## config.mk

```make
export PLATFORM = sky130hd
export DESIGN_NAME = frequency_calc
export DESIGN_NICKNAME = d
export VERILOG_FILES = /design/src/rtl/frequency_calc.sv
export SDC_FILE = /design/constraint.sdc
export NUM_CORES = 1
export LEC_CHECK = 0
export ABC_AREA = 1
export BUFFER_PORTS_ARGS = -buffer_cell sky130_fd_sc_hd__clkbuf_2
export CAP_MARGIN = 20
export CORE_ASPECT_RATIO = 2
export CORE_UTILIZATION = 48
export DETAILED_ROUTE_END_ITERATION = 7
export GPL_TIMING_DRIVEN = 0
export PLACE_DENSITY_LB_ADDON = 0.08
export SYNTH_ARGS = -nofsm -noshare
export SYNTH_HDL_FRONTEND = slang
export SYNTH_SLANG_ARGS = --single-unit
```

## constraint.sdc

```tcl
create_clock -name clk_stand -period 15 [get_ports clk_stand]
set_input_delay 2.25 -clock clk_stand [delete_from_list [all_inputs] [get_ports clk_stand]]
set_output_delay 2.25 -clock clk_stand [all_outputs]
set_load 0.1 [all_outputs]
```

## src/rtl/frequency_calc.sv

```systemverilog
// Gate-window frequency meter: counts clk_test rising edges per gate, shows the count on a 4-digit mux display.
// Optional macro LEADING_ZERO_BLANK_EN blanks leading zeros above the units digit.
module frequency_calc #(
    parameter int unsigned GATE_CYCLES = 100000,
    parameter int unsigned SCAN_CYCLES = 100000,
    parameter int unsigned MAX_COUNT   = 9999
) (
    input  logic       clk_stand,
    input  logic       rst_n,
    input  logic       clk_test,
    output logic [3:0] dig,
    output logic [6:0] seg
);

    localparam int unsigned GW = $clog2(GATE_CYCLES + 1);
    localparam int unsigned SW = $clog2(SCAN_CYCLES + 1);
    localparam int unsigned CW = 14;

    localparam logic [6:0] SEG_ZERO  = 7'b1000000;
    localparam logic [6:0] SEG_BLANK = 7'b1111111;

    logic          sync1_q, sync2_q, sync3_q;
    logic [GW-1:0] gate_q, gate_d;
    logic [CW-1:0] cnt_q, cnt_d;
    logic [CW-1:0] result_q, result_d;
    logic [SW-1:0] scan_q, scan_d;
    logic [1:0]    idx_q, idx_d;
    logic [3:0]    dig_d;
    logic [6:0]    seg_d;
    logic          edge_pulse_c;
    logic          gate_end_c;
    logic [CW:0]   sum_c;
    logic [15:0]   bcd_c;
    logic [3:0]    digit_c;
    logic          blank_c;

    function automatic logic [6:0] seg_of(input logic [3:0] d);
        case (d)
            4'd0:    seg_of = 7'b1000000;
            4'd1:    seg_of = 7'b1111001;
            4'd2:    seg_of = 7'b0100100;
            4'd3:    seg_of = 7'b0110000;
            4'd4:    seg_of = 7'b0011001;
            4'd5:    seg_of = 7'b0010010;
            4'd6:    seg_of = 7'b0000010;
            4'd7:    seg_of = 7'b1111000;
            4'd8:    seg_of = 7'b0000000;
            4'd9:    seg_of = 7'b0010000;
            default: seg_of = SEG_BLANK;
        endcase
    endfunction

    assign edge_pulse_c = sync2_q & ~sync3_q;
    assign gate_end_c   = (gate_q == GW'(GATE_CYCLES - 1));

    // Gate timer, saturating edge counter and result latch; the edge in the wrap cycle goes to the result.
    always_comb begin
        gate_d   = gate_q + GW'(1);
        cnt_d    = cnt_q;
        result_d = result_q;
        sum_c    = {1'b0, cnt_q} + (CW + 1)'(edge_pulse_c);
        if (gate_end_c) begin
            gate_d   = '0;
            cnt_d    = '0;
            result_d = (sum_c > (CW + 1)'(MAX_COUNT)) ? CW'(MAX_COUNT) : sum_c[CW-1:0];
        end else if (edge_pulse_c && (cnt_q < CW'(MAX_COUNT))) begin
            cnt_d = cnt_q + CW'(1);
        end
    end

    // Double-dabble of the result into four BCD digits.
    always_comb begin
        bcd_c = '0;
        for (int i = CW - 1; i >= 0; i--) begin
            for (int d = 0; d < 4; d++) begin
                if (bcd_c[4*d +: 4] >= 4'd5) bcd_c[4*d +: 4] = bcd_c[4*d +: 4] + 4'd3;
            end
            bcd_c = {bcd_c[14:0], result_q[i]};
        end
    end

    always_comb begin
        scan_d = scan_q + SW'(1);
        idx_d  = idx_q;
        if (scan_q == SW'(SCAN_CYCLES - 1)) begin
            scan_d = '0;
            idx_d  = idx_q + 2'd1;
        end
        digit_c = bcd_c[4*idx_d +: 4];
`ifdef LEADING_ZERO_BLANK_EN
        case (idx_d)
            2'd1:    blank_c = (bcd_c[15:4] == 12'd0);
            2'd2:    blank_c = (bcd_c[15:8] == 8'd0);
            2'd3:    blank_c = (bcd_c[15:12] == 4'd0);
            default: blank_c = 1'b0;
        endcase
`else
        blank_c = 1'b0;
`endif
        dig_d = ~(4'b0001 << idx_d);
        seg_d = blank_c ? SEG_BLANK : seg_of(digit_c);
    end

    always_ff @(posedge clk_stand) begin
        if (rst_n) begin
            sync1_q  <= 1'b0;
            sync2_q  <= 1'b0;
            sync3_q  <= 1'b0;
            gate_q   <= '0;
            cnt_q    <= '0;
            result_q <= '0;
            scan_q   <= '0;
            idx_q    <= '0;
            dig      <= 4'b1110;
            seg      <= SEG_ZERO;
        end else begin
            sync1_q  <= clk_test;
            sync2_q  <= sync1_q;
            sync3_q  <= sync2_q;
            gate_q   <= gate_d;
            cnt_q    <= cnt_d;
            result_q <= result_d;
            scan_q   <= scan_d;
            idx_q    <= idx_d;
            dig      <= dig_d;
            seg      <= seg_d;
        end
    end

endmodule

```

==> parameters.txt, run 1 <==
Parameter                              Value

Status
  Outcome    finished, final reports clean

Critical path
  Launching element type of the critical path    register
  Critical path's slowest cell    dfxtp_1
  Top fanout value on the critical path    6
  Critical Path End Type    register
  Crit Path Class    register to register
  Crit path required time    about 15 ns
  Peak per-stage delay on the critical path    between 0.3 and 0.4 ns
  Top Family by Delay on Critical Path    simple AND/OR/NAND/NOR gates
  CP Buf/Inv Count    9
  Data arrival time of the critical path    approximately 8.6 ns
  Cell type with the highest occurrence count on the critical path    nand2_1

Timing
  Final Slew Violations    0
  Final critical delay including setup and external delays    around 8.3 ns
  Setup repair after global routing missed its margin    false
  Number of endpoints with negative hold slack in the final report    0
  Period utilization    55.55%
  Clock skew    approximately 0.0089 ns
  Relative slew margins    between 50 and 60%
  Maximum achievable frequency    about 120 MHz
  Worst hold slack after final layout    roughly 0.40 ns
  Pin slew with the least headroom to its limit    slightly above 0.7 ns
  Final total negative setup slack    0 ns
  Number of setup violations in the final report    0

Final layout
  Multi-input logic area    between 0.003 and 0.004 mm²
  Layout filler cell count    between 1000 and 1500
  Summed area of non-filler cells in the final layout    0.006681 mm²
  Commonest non-fill, non-tap cells in the layout    nand2_1 (240), inv_1 (144), nand3_1 (98)
  Sequential cell area    roughly 0.0016 mm²
  Antenna diode count    0
  # nets final    between 1000 and 1500
  Most common library cell in the layout ignoring fill and taps    nand2_1
  Post-synthesis to final-layout area growth    8.470%
  Non-filler cells in the finished layout    approximately 1100
  Fraction of final layout cells sized beyond drive strength 1    approximately 14%

Yosys
  Number of unique standard cell types used by synthesis    44
  Nets in the synthesized netlist    around 1000
  Synthesis-stage register bit count    78
  Average size of a mapped cell    6.370 µm²
  Cells after synthesis    ~970
  Post-synthesis instance area    between 0.006 and 0.007 mm²
  Largest cells by area after synthesis    dfxtp_1 (25%), nand2_1 (15%), inv_1 (8.8%)
  Largest area contributor in the netlist    dfxtp_1
  Portion of the post-synthesis area used by sequential elements    approximately a quarter
  Area share of the largest cell type after synthesis    about a quarter
  Syn. warnings    0

GRT
  Number of global-route vias before repair    around 6000
  Largest net degree at the start of global routing    14
  Initial antenna violation count    0
  Global-route wire length before repair    around 24000 µm
  Total gr overflow    0
  Global router's overall resource usage    22.67%

Detailed routing
  Antenna violation net count after detailed routing    0
  Routed WL per cell    ~12 µm
  Total DRC errors in the routed layout    0
  DR pass1 iterations    4
  Routed vias    5958
  Number of vias per cell    around 5.2
  Wire length after detailed routing    between 10000 and 15000 µm
  Initial DRC count    200

Placement
  Post-placement cell area    around 0.0064 mm²
  Total instance count after detailed placement    between 1000 and 1500
  Weighted congestion reported at the end of routability-driven placement    slightly above 0.8
  PortBufs    12
  Dpl hpwl    approximately 11000 µm

Power
  Switching power    between 0.09 and 0.1 mW
  Comb pwr share    2.1%
  Leakage Power    about 3.5 nW
  Internal power contribution    0.3274 mW
  Sequential group share of total power    about half
  Switching share of total power    between 20% and 30%
  PnR Total Power    0.4234 mW
  Clock group share of total power    about half
  Power per standard cell area    around 63 mW/mm²
  Peak supply drop    79.77 µV

Floorplan
  DIE AREA    between 0.01 and 0.015 mm²
  Height of the chip    roughly 160 µm
  Row cnt    58
  Initial Utilization    approximately 49%
  Core region area    roughly 0.013 mm²
  Width of the die    82.10 µm
  Count of boundary I/O pins    14

Job
  Maximum Capacitance Violations    0

Min path
  Tightest Hold Check Type    register to register

Clock tree
  Clock transition at the registers of the reported paths    0.06 ns
  Clock Sink Count    78
  Buffers inserted during post-CTS setup optimization    0
  Clock H-tree levels    3
  TritonCTS clock tree    built
  CTS buffer count    9
  Clock latency on the worst-skew pair    between 0.3 and 0.4 ns
  Buffer depth of the longest clock path    2
  Root buffer cell    clkbuf_16
  Total of cells resized after clock tree synthesis    0
  CTS hold repair buffers    0
==> cell type report <==
type                            instances  share of cell area [%]
Multi-Input combinational cell        719                   59.25
Sequential cell                        78                   23.37
Inverter                              162                   9.120
Clock buffer                           10                   3.577
Tap cell                              150                   2.809
Timing Repair Buffer                   12                  0.8989
Clock inverter                          5                  0.5243
Buffer                                  8                  0.4494
==> metrics by stage <==
stage	utilization (%)	setup slack, ns
5_1_grt	53.22	5.653
2_1_floorplan	-	7.711
3_5_place_dp	51.04	6.697
6_report	53.22	6.667
4_1_cts	53.22	6.646
3_3_place_gp	51.04	6.694
==> path summary, 6_finish.rpt <==
kind                     start      end  slack, ns  cells past startpoint
setup / recovery  result_q[12]   seg[3]       6.67                     61
hold / removal         sync1_q  sync2_q       0.40                      2
setup reg to reg  result_q[12]   seg[3]       6.67                     61
hold reg to reg        sync1_q  sync2_q       0.40                      2
==> cell usage after synthesis (all sizes together) <==
master / count
o41ai: 1
o32ai: 6
a221oi: 1
dfxtp: 78
a211oi: 1
ha: 25
o211ai: 2
nor3b: 3
xnor2: 4
o21ai: 32
clkinv: 6
a31oi: 2
inv: 156
a41oi: 1
nand2: 301
nand4: 27
o21bai: 2
o221ai: 7
o2111ai: 1
clkbuf: 8
nor4: 5
o21a: 5
a21oi: 36
nor3: 18
and3: 3
or2: 2
xor2: 24
nand3b: 2
nand3: 124
and2: 4
nor2: 78
a21o: 2
==> power groups by stage <==
stage	sequential, mW	combinational, mW	clock [mW]
6_report	0.210	0.00883	0.205
5_1_grt	0.210	0.0102	0.217
4_1_cts	0.210	0.00907	0.209
3_5_place_dp	0.215	0.00903	0
3_3_place_gp	0.215	0.00895	0
2_1_floorplan	0.214	0.00630	0
==> logic make-up after synthesis <==
| kind of cell | Yosys count | share of synthesized area [%] |
|---|---|---|
| AOI/OAI and AO/OA | 99 | 10.40 |
| xor gates and xnor gates | 28 | 3.981 |
| adders and majority gates | 25 | 5.078 |
| buffers and inverters | 170 | 10.38 |
| DFF | 78 | 25.35 |
| and+or+nand+nor | 567 | 44.81 |
==> layer usage <==
metal	part of all wire (%)	global-route usage, %	wire (µm)
met3	1.0	2.697	143
met1	37	19.56	5116
met2	59	47.33	8041
met5	0	0	0
met4	3.0	10.13	418
==> worst register-to-register path: cells and delay by family (launching register included) <==
family | cells | cell delay (ns)
AO/OA/AOI/OAI | 6 | 1.19
XOR/XNOR | 1 | 0.29
buffers and inverters | 9 | 0.74
flip-flops | 1 | 0.31
AND/OR/NAND/NOR | 35 | 3.72
adder cells (fa/ha/maj) | 10 | 2.06
==> flip-flops by register name, indices dropped and copies added, names as in the netlist <==
signal,flops
sync3_q,1
idx_q,2
dig,4
cnt_q,14
sync1_q,1
scan_q,17
result_q,14
sync2_q,1
gate_q,17
seg,7
(Power assumes the default switching activity.)
==> inputs of run 2 (changes only) <==
Settings changed: ABC_AREA 1 to 0.
Clock period 15 ns to 7.7 ns, I/O delays scaled along.
==> parameters.txt, run 2 <==
Parameter                              Value

Status
  Outcome    finished with violations
  Failing checks    setup timing

Floorplan
  Height of the chip    around 180 µm
  Core region area    ~0.016 mm²
  Width of the die    between 90 and 100 µm
  Initial Utilization    49.14%
  Row cnt    65
  Count of boundary I/O pins    14
  DIE AREA    0.01670 mm²

Placement
  Post-placement cell area    ~0.0083 mm²
  Pre-CTS worst setup slack    -2.730 ns
  Dpl hpwl    16480 µm
  Total instance count after detailed placement    around 1300
  Weighted congestion reported at the end of routability-driven placement    0.9507
  PortBufs    12

Timing
  Final critical delay including setup and external delays    ~9.5 ns
  Final Slew Violations    0
  Clock skew    between 0.008 and 0.009 ns
  Number of setup violations in the final report    7
  Maximum achievable frequency    approximately 110 MHz
  Final total negative setup slack    -11.79 ns
  Worst hold slack after final layout    0.4336 ns
  Pin slew with the least headroom to its limit    between 1 and 1.5 ns
  Period utilization    123.2%
  Setup repair after global routing missed its margin    true
  Number of endpoints with negative hold slack in the final report    0
  Relative slew margins    about 31%
  Worst setup slack after layout    -1.786 ns

Final layout
  Non-filler cells in the finished layout    between 1000 and 1500
  Fraction of final layout cells sized beyond drive strength 1    about a quarter
  Regs by FF count    gate_q (17), scan_q (17)
  Antenna diode count    0
  Summed area of non-filler cells in the final layout    0.009649 mm²
  Most common library cell in the layout ignoring fill and taps    nor2_1
  Commonest non-fill, non-tap cells in the layout    nor2_1 (124), nand2_1 (83), dfxtp_1 (76)
  Post-synthesis to final-layout area growth    24.45%
  Final Util    roughly 61%
  # nets final    1174

Min path
  Worst hold path depth    1
  Beginning of the worst hold path    idx_q[1]
  Worst hold path endpoint    dig[3]
  Tightest Hold Check Type    register to register

Detailed routing
  Initial DRC count    464
  Number of vias per cell    just over 6
  Routed vias    around 8300
  DR pass1 iterations    5
  Antenna violation net count after detailed routing    0
  Wire length after detailed routing    between 20000 and 25000 µm
  Routed WL per cell    ~17 µm
  Total DRC errors in the routed layout    0

Clock tree
  TritonCTS clock tree    built
  Clock transition at the registers of the reported paths    0.07 ns
  Clock H-tree levels    3
  CTS hold repair buffers    0
  Buffer depth of the longest clock path    2
  Clock latency on the worst-skew pair    0.34 ns
  Root buffer cell    clkbuf_16
  CTS buffer count    9
  Clock Sink Count    78

GRT
  Number of global-route vias before repair    about 8000
  Total gr overflow    0
  Largest net degree at the start of global routing    16
  Global router's overall resource usage    a little over a quarter
  Global-route wire length before repair    around 37000 µm
  Initial antenna violation count    0

Critical path
  Crit path required time    between 7 and 8 ns
  Start of the worst register-to-register path    result_q[12]
  Cells on worst reg2reg path    47
  Source of the critical timing path    result_q[12]
  Critical path's slowest cell    or4_4
  Cell type with the highest occurrence count on the critical path    ha_4
  Critical Path End Type    register
  Crit Path Class    register to register
  Peak per-stage delay on the critical path    approximately 0.56 ns
  Crit Reg-Reg Endpoint    seg[6]
  Top fanout value on the critical path    7
  Launching element type of the critical path    register
  Worst reg-to-reg setup slack    -1.79 ns
  Data arrival time of the critical path    just under 10 ns

Yosys
  Async set-or-reset flop fraction in the synthesized netlist    0%
  Nets in the synthesized netlist    approximately 1100
  Synthesis-stage register bit count    78
  Syn. warnings    0
  Leading post-synthesis cells by instance count    nor2_1 (128), nand2_1 (89), dfxtp_1 (78)
  Count of flip-flops with a built-in enable after synthesis    0
  Largest area contributor in the netlist    dfxtp_1
  Average size of a mapped cell    between 7 and 8 µm²
  Area share of the largest cell type after synthesis    between 20 and 25%
  Largest cells by area after synthesis    dfxtp_1 (20%), nor2_1 (6.2%), nand2_1 (4.3%)
  Portion of the post-synthesis area used by sequential elements    around 20%
  Number of unique standard cell types used by synthesis    96
  Cells after synthesis    1053
  Dominant synthesized flop cell    dfxtp_1
  Post-synthesis instance area    between 0.007 and 0.008 mm²
  Dominant cell by count in the synthesized netlist    nor2_1

Power
  Leakage Power    about 3.6 nW
  Peak supply drop    around 200 µV
  Power per standard cell area    just under 90 mW/mm²
  PnR Total Power    0.8566 mW

Job
  Maximum Capacitance Violations    0
[run 2: cell families after synthesis]
| group | Yosys count | share of synthesized area, % |
|---|---|---|
| DFF | 78 | 20.14 |
| and+or+nand+nor | 451 | 28.82 |
| adders and majority gates | 26 | 4.163 |
| AOI/OAI and AO/OA | 307 | 29.37 |
| muxes | 30 | 4.373 |
| buffers and inverters | 97 | 5.277 |
| xor gates and xnor gates | 64 | 7.859 |
[run 2: worst max-delay path by stage]
stage,to,slack [ns],cells after the start
after floorplan,seg[3],-1.63,51
after global placement,seg[3],-2.77,48
after detailed placement,seg[3],-2.73,51
after CTS,seg[3],-1.79,54
after global routing,seg[3],-2.09,47
final,seg[6],-1.79,47
[run 2: area by class of cell]
cell class,count,area [µm²]
Buffer,53,251.5
Clock buffer,9,225.2
Fill cell,1478,6128
Tap cell,201,251.5
Timing Repair Buffer,86,630.6
Multi-Input combinational cell,878,6489
Sequential cell,78,1567
Inverter,40,153.9
Clock inverter,7,81.33
[run 2: what timing repair did]
item	4_1_cts	5_1_grt
resized for setup	59	47
pin swaps	45	53
cloned	0	0
buffers inserted	42	32
setup endpoints to repair	7	7
[run 2: critical path, delay by kind of cell (launching register included)]
kind	cells	cell delay (ns)
buffers and inverters	7	0.73
DFF	1	0.36
AOI/OAI and AO/OA	21	4.23
xor gates and xnor gates	2	0.33
and+or+nand+nor	9	2.05
adders and majority gates	7	1.35
muxes	1	0.30
[run 2: power by group]
| group | leakage [nW] | internal (mW) | total [mW] | switching, mW |
|---|---|---|---|---|
| clock | 0.147 | 0.255 | 0.429 | 0.174 |
| combinational | 2.86 | 0.00578 | 0.0180 | 0.0122 |
| sequential | 0.631 | 0.407 | 0.410 | 0.00303 |
[run 2: layer usage]
metal,global-route usage [%],wire (µm),vias to the layer above
met5,0,0,-
met4,16.44,1060,0
met3,2.136,397,74
met2,52.99,12820,168
met1,25.72,8459,3941
li1,-,-,4095
==> inputs of run 3 (changes only) <==
Settings changed: CORE_UTILIZATION 48 to 50.
==> parameters.txt, run 3 (same netlist as run 2, synthesis figures left out) <==
Parameter                              Value

Critical path
  Cell type with the highest occurrence count on the critical path    ha_4
  Critical path's slowest cell    or4_4
  Critical Path End Type    register
  Launching element type of the critical path    register
  Data arrival time of the critical path    between 9 and 10 ns
  Peak per-stage delay on the critical path    roughly 0.56 ns
  Top fanout value on the critical path    8
  Crit path required time    7.96 ns
  Crit Path Class    register to register

Floorplan
  Width of the die    90.06 µm
  Height of the chip    around 180 µm
  Row cnt    64
  DIE AREA    approximately 0.016 mm²
  Count of boundary I/O pins    14
  Core region area    around 0.015 mm²
  Initial Utilization    just over 50%

Power
  Peak supply drop    162.0 µV
  Internal power contribution    between 0.6 and 0.7 mW
  Power per standard cell area    between 90 and 100 mW/mm²
  Switching share of total power    between 20% and 30%
  Clock group share of total power    50.4%
  Switching power    around 0.19 mW
  Leakage Power    about 3.5 nW
  Sequential group share of total power    a little under half
  Comb pwr share    under 10%

Clock tree
  Root buffer cell    clkbuf_16
  CTS hold repair buffers    0
  CTS buffer count    9
  Clock transition at the registers of the reported paths    around 0.07 ns
  Clock latency on the worst-skew pair    around 0.34 ns
  Clock H-tree levels    3
  Buffer depth of the longest clock path    2
  TritonCTS clock tree    built
  Clock Sink Count    between 70 and 80

Final layout
  # nets final    1163
  Non-filler cells in the finished layout    ~1300
  Regs by FF count    gate_q (17), scan_q (17)
  Commonest non-fill, non-tap cells in the layout    nor2_1 (125), nand2_1 (86), dfxtp_1 (76)
  Antenna diode count    0
  Fraction of final layout cells sized beyond drive strength 1    between 20% and 30%
  Final Util    between 60% and 70%
  Post-synthesis to final-layout area growth    22.61%
  Most common library cell in the layout ignoring fill and taps    nor2_1

Timing
  Worst setup slack after layout    -1.647 ns
  Relative slew margins    about a third
  Number of setup violations in the final report    7
  Worst hold slack after final layout    roughly 0.44 ns
  Final critical delay including setup and external delays    just over 9 ns
  Clock skew    0.01109 ns
  Final total negative setup slack    -10.91 ns
  Setup repair after global routing missed its margin    true
  Period utilization    121.4%
  Final Slew Violations    0
  Pin slew with the least headroom to its limit    1.007 ns
  Maximum achievable frequency    ~110 MHz
  Number of endpoints with negative hold slack in the final report    0

GRT
  Global-route wire length before repair    36600 µm
  Initial antenna violation count    0
  Number of global-route vias before repair    between 7000 and 8000
  Global router's overall resource usage    a little over a quarter
  Total gr overflow    0
  Largest net degree at the start of global routing    16

Job
  Maximum Capacitance Violations    0

Status
  Outcome    finished with violations
  Failing checks    setup timing

Detailed routing
  Routed WL per cell    between 15 and 20 µm
  Antenna violation net count after detailed routing    0
  Total DRC errors in the routed layout    0
  DR pass1 iterations    6
  Initial DRC count    about 520
  Routed vias    roughly 8300
  Wire length after detailed routing    roughly 22000 µm
  Number of vias per cell    approximately 6

Min path
  Tightest Hold Check Type    register to register

Placement
  Dpl hpwl    between 15000 and 20000 µm
  PortBufs    12
  Weighted congestion reported at the end of routability-driven placement    a little under 0.9
  Total instance count after detailed placement    1263
-- run 3: routing by layer --
metal | track usage [%] | vias to the layer above | share of wire [%]
li1 | - | 4081 | -
met1 | 26.52 | 3909 | 37
met2 | 57.19 | 193 | 57
met3 | 1.833 | 78 | 2.4
met4 | 13.04 | 0 | 3.9
met5 | 0 | - | 0
-- run 3: final cells by class --
| type | instances | area [µm²] |
|---|---|---|
| sequential | 78 | 1567 |
| multi-input combinational | 878 | 6431 |
| clock inverter | 7 | 82.58 |
| clock buffer | 9 | 225.2 |
| tap | 198 | 247.7 |
| inverter | 40 | 156.4 |
| buffer | 53 | 247.7 |
| timing repair buffer | 75 | 549.3 |
| fill | 1430 | 5708 |
-- run 3: critical path, delay by kind of cell (launching register included) --
kind                       cells  cell delay [ns]
AOI/OAI and AO/OA             19             3.68
and+or+nand+nor                9             1.99
muxes                          1             0.30
adders and majority gates      8             1.63
DFF                            1             0.36
buffers and inverters          8             0.80
xor gates and xnor gates       3             0.51
-- run 3: power groups by stage --
stage          Clock, mW  Combinational, mW  Sequential [mW]
6_report           0.434             0.0179            0.410
5_1_grt            0.461             0.0198            0.410
4_1_cts            0.443             0.0181            0.410
3_5_place_dp           0             0.0178            0.419
3_3_place_gp           0             0.0175            0.419
2_1_floorplan          0             0.0120            0.418
-- run 3: final timing paths --
path / startpoint / end / slack (ns) / depth (start not counted)
worst max-delay path: result_q[12] / seg[3] / -1.65 / 48
worst min-delay path: idx_q[1] / dig[3] / 0.44 / 1
worst max register to register: result_q[12] / seg[3] / -1.65 / 48
worst min register to register: idx_q[1] / dig[3] / 0.44 / 1
-- run 3: what timing repair did --
| item | 4_1_cts | 5_1_grt |
|---|---|---|
| endpoints found under the hold margin | 0 | 0 |
| pin swaps | 40 | 50 |
| buffers inserted | 37 | 26 |
| setup endpoints to repair | 7 | 7 |
| resized for setup | 53 | 38 |
-- run 3: through the flow --
stage	total power [mW]	area, µm²	setup WS, ns
4_1_cts	0.8713	9154	-1.646
3_5_place_dp	0.4370	8313	-2.731
5_1_grt	0.8911	9507	-2.015
3_3_place_gp	0.4367	8313	-2.714
2_1_floorplan	0.4303	8005	-1.633
6_report	0.8615	9507	-1.647
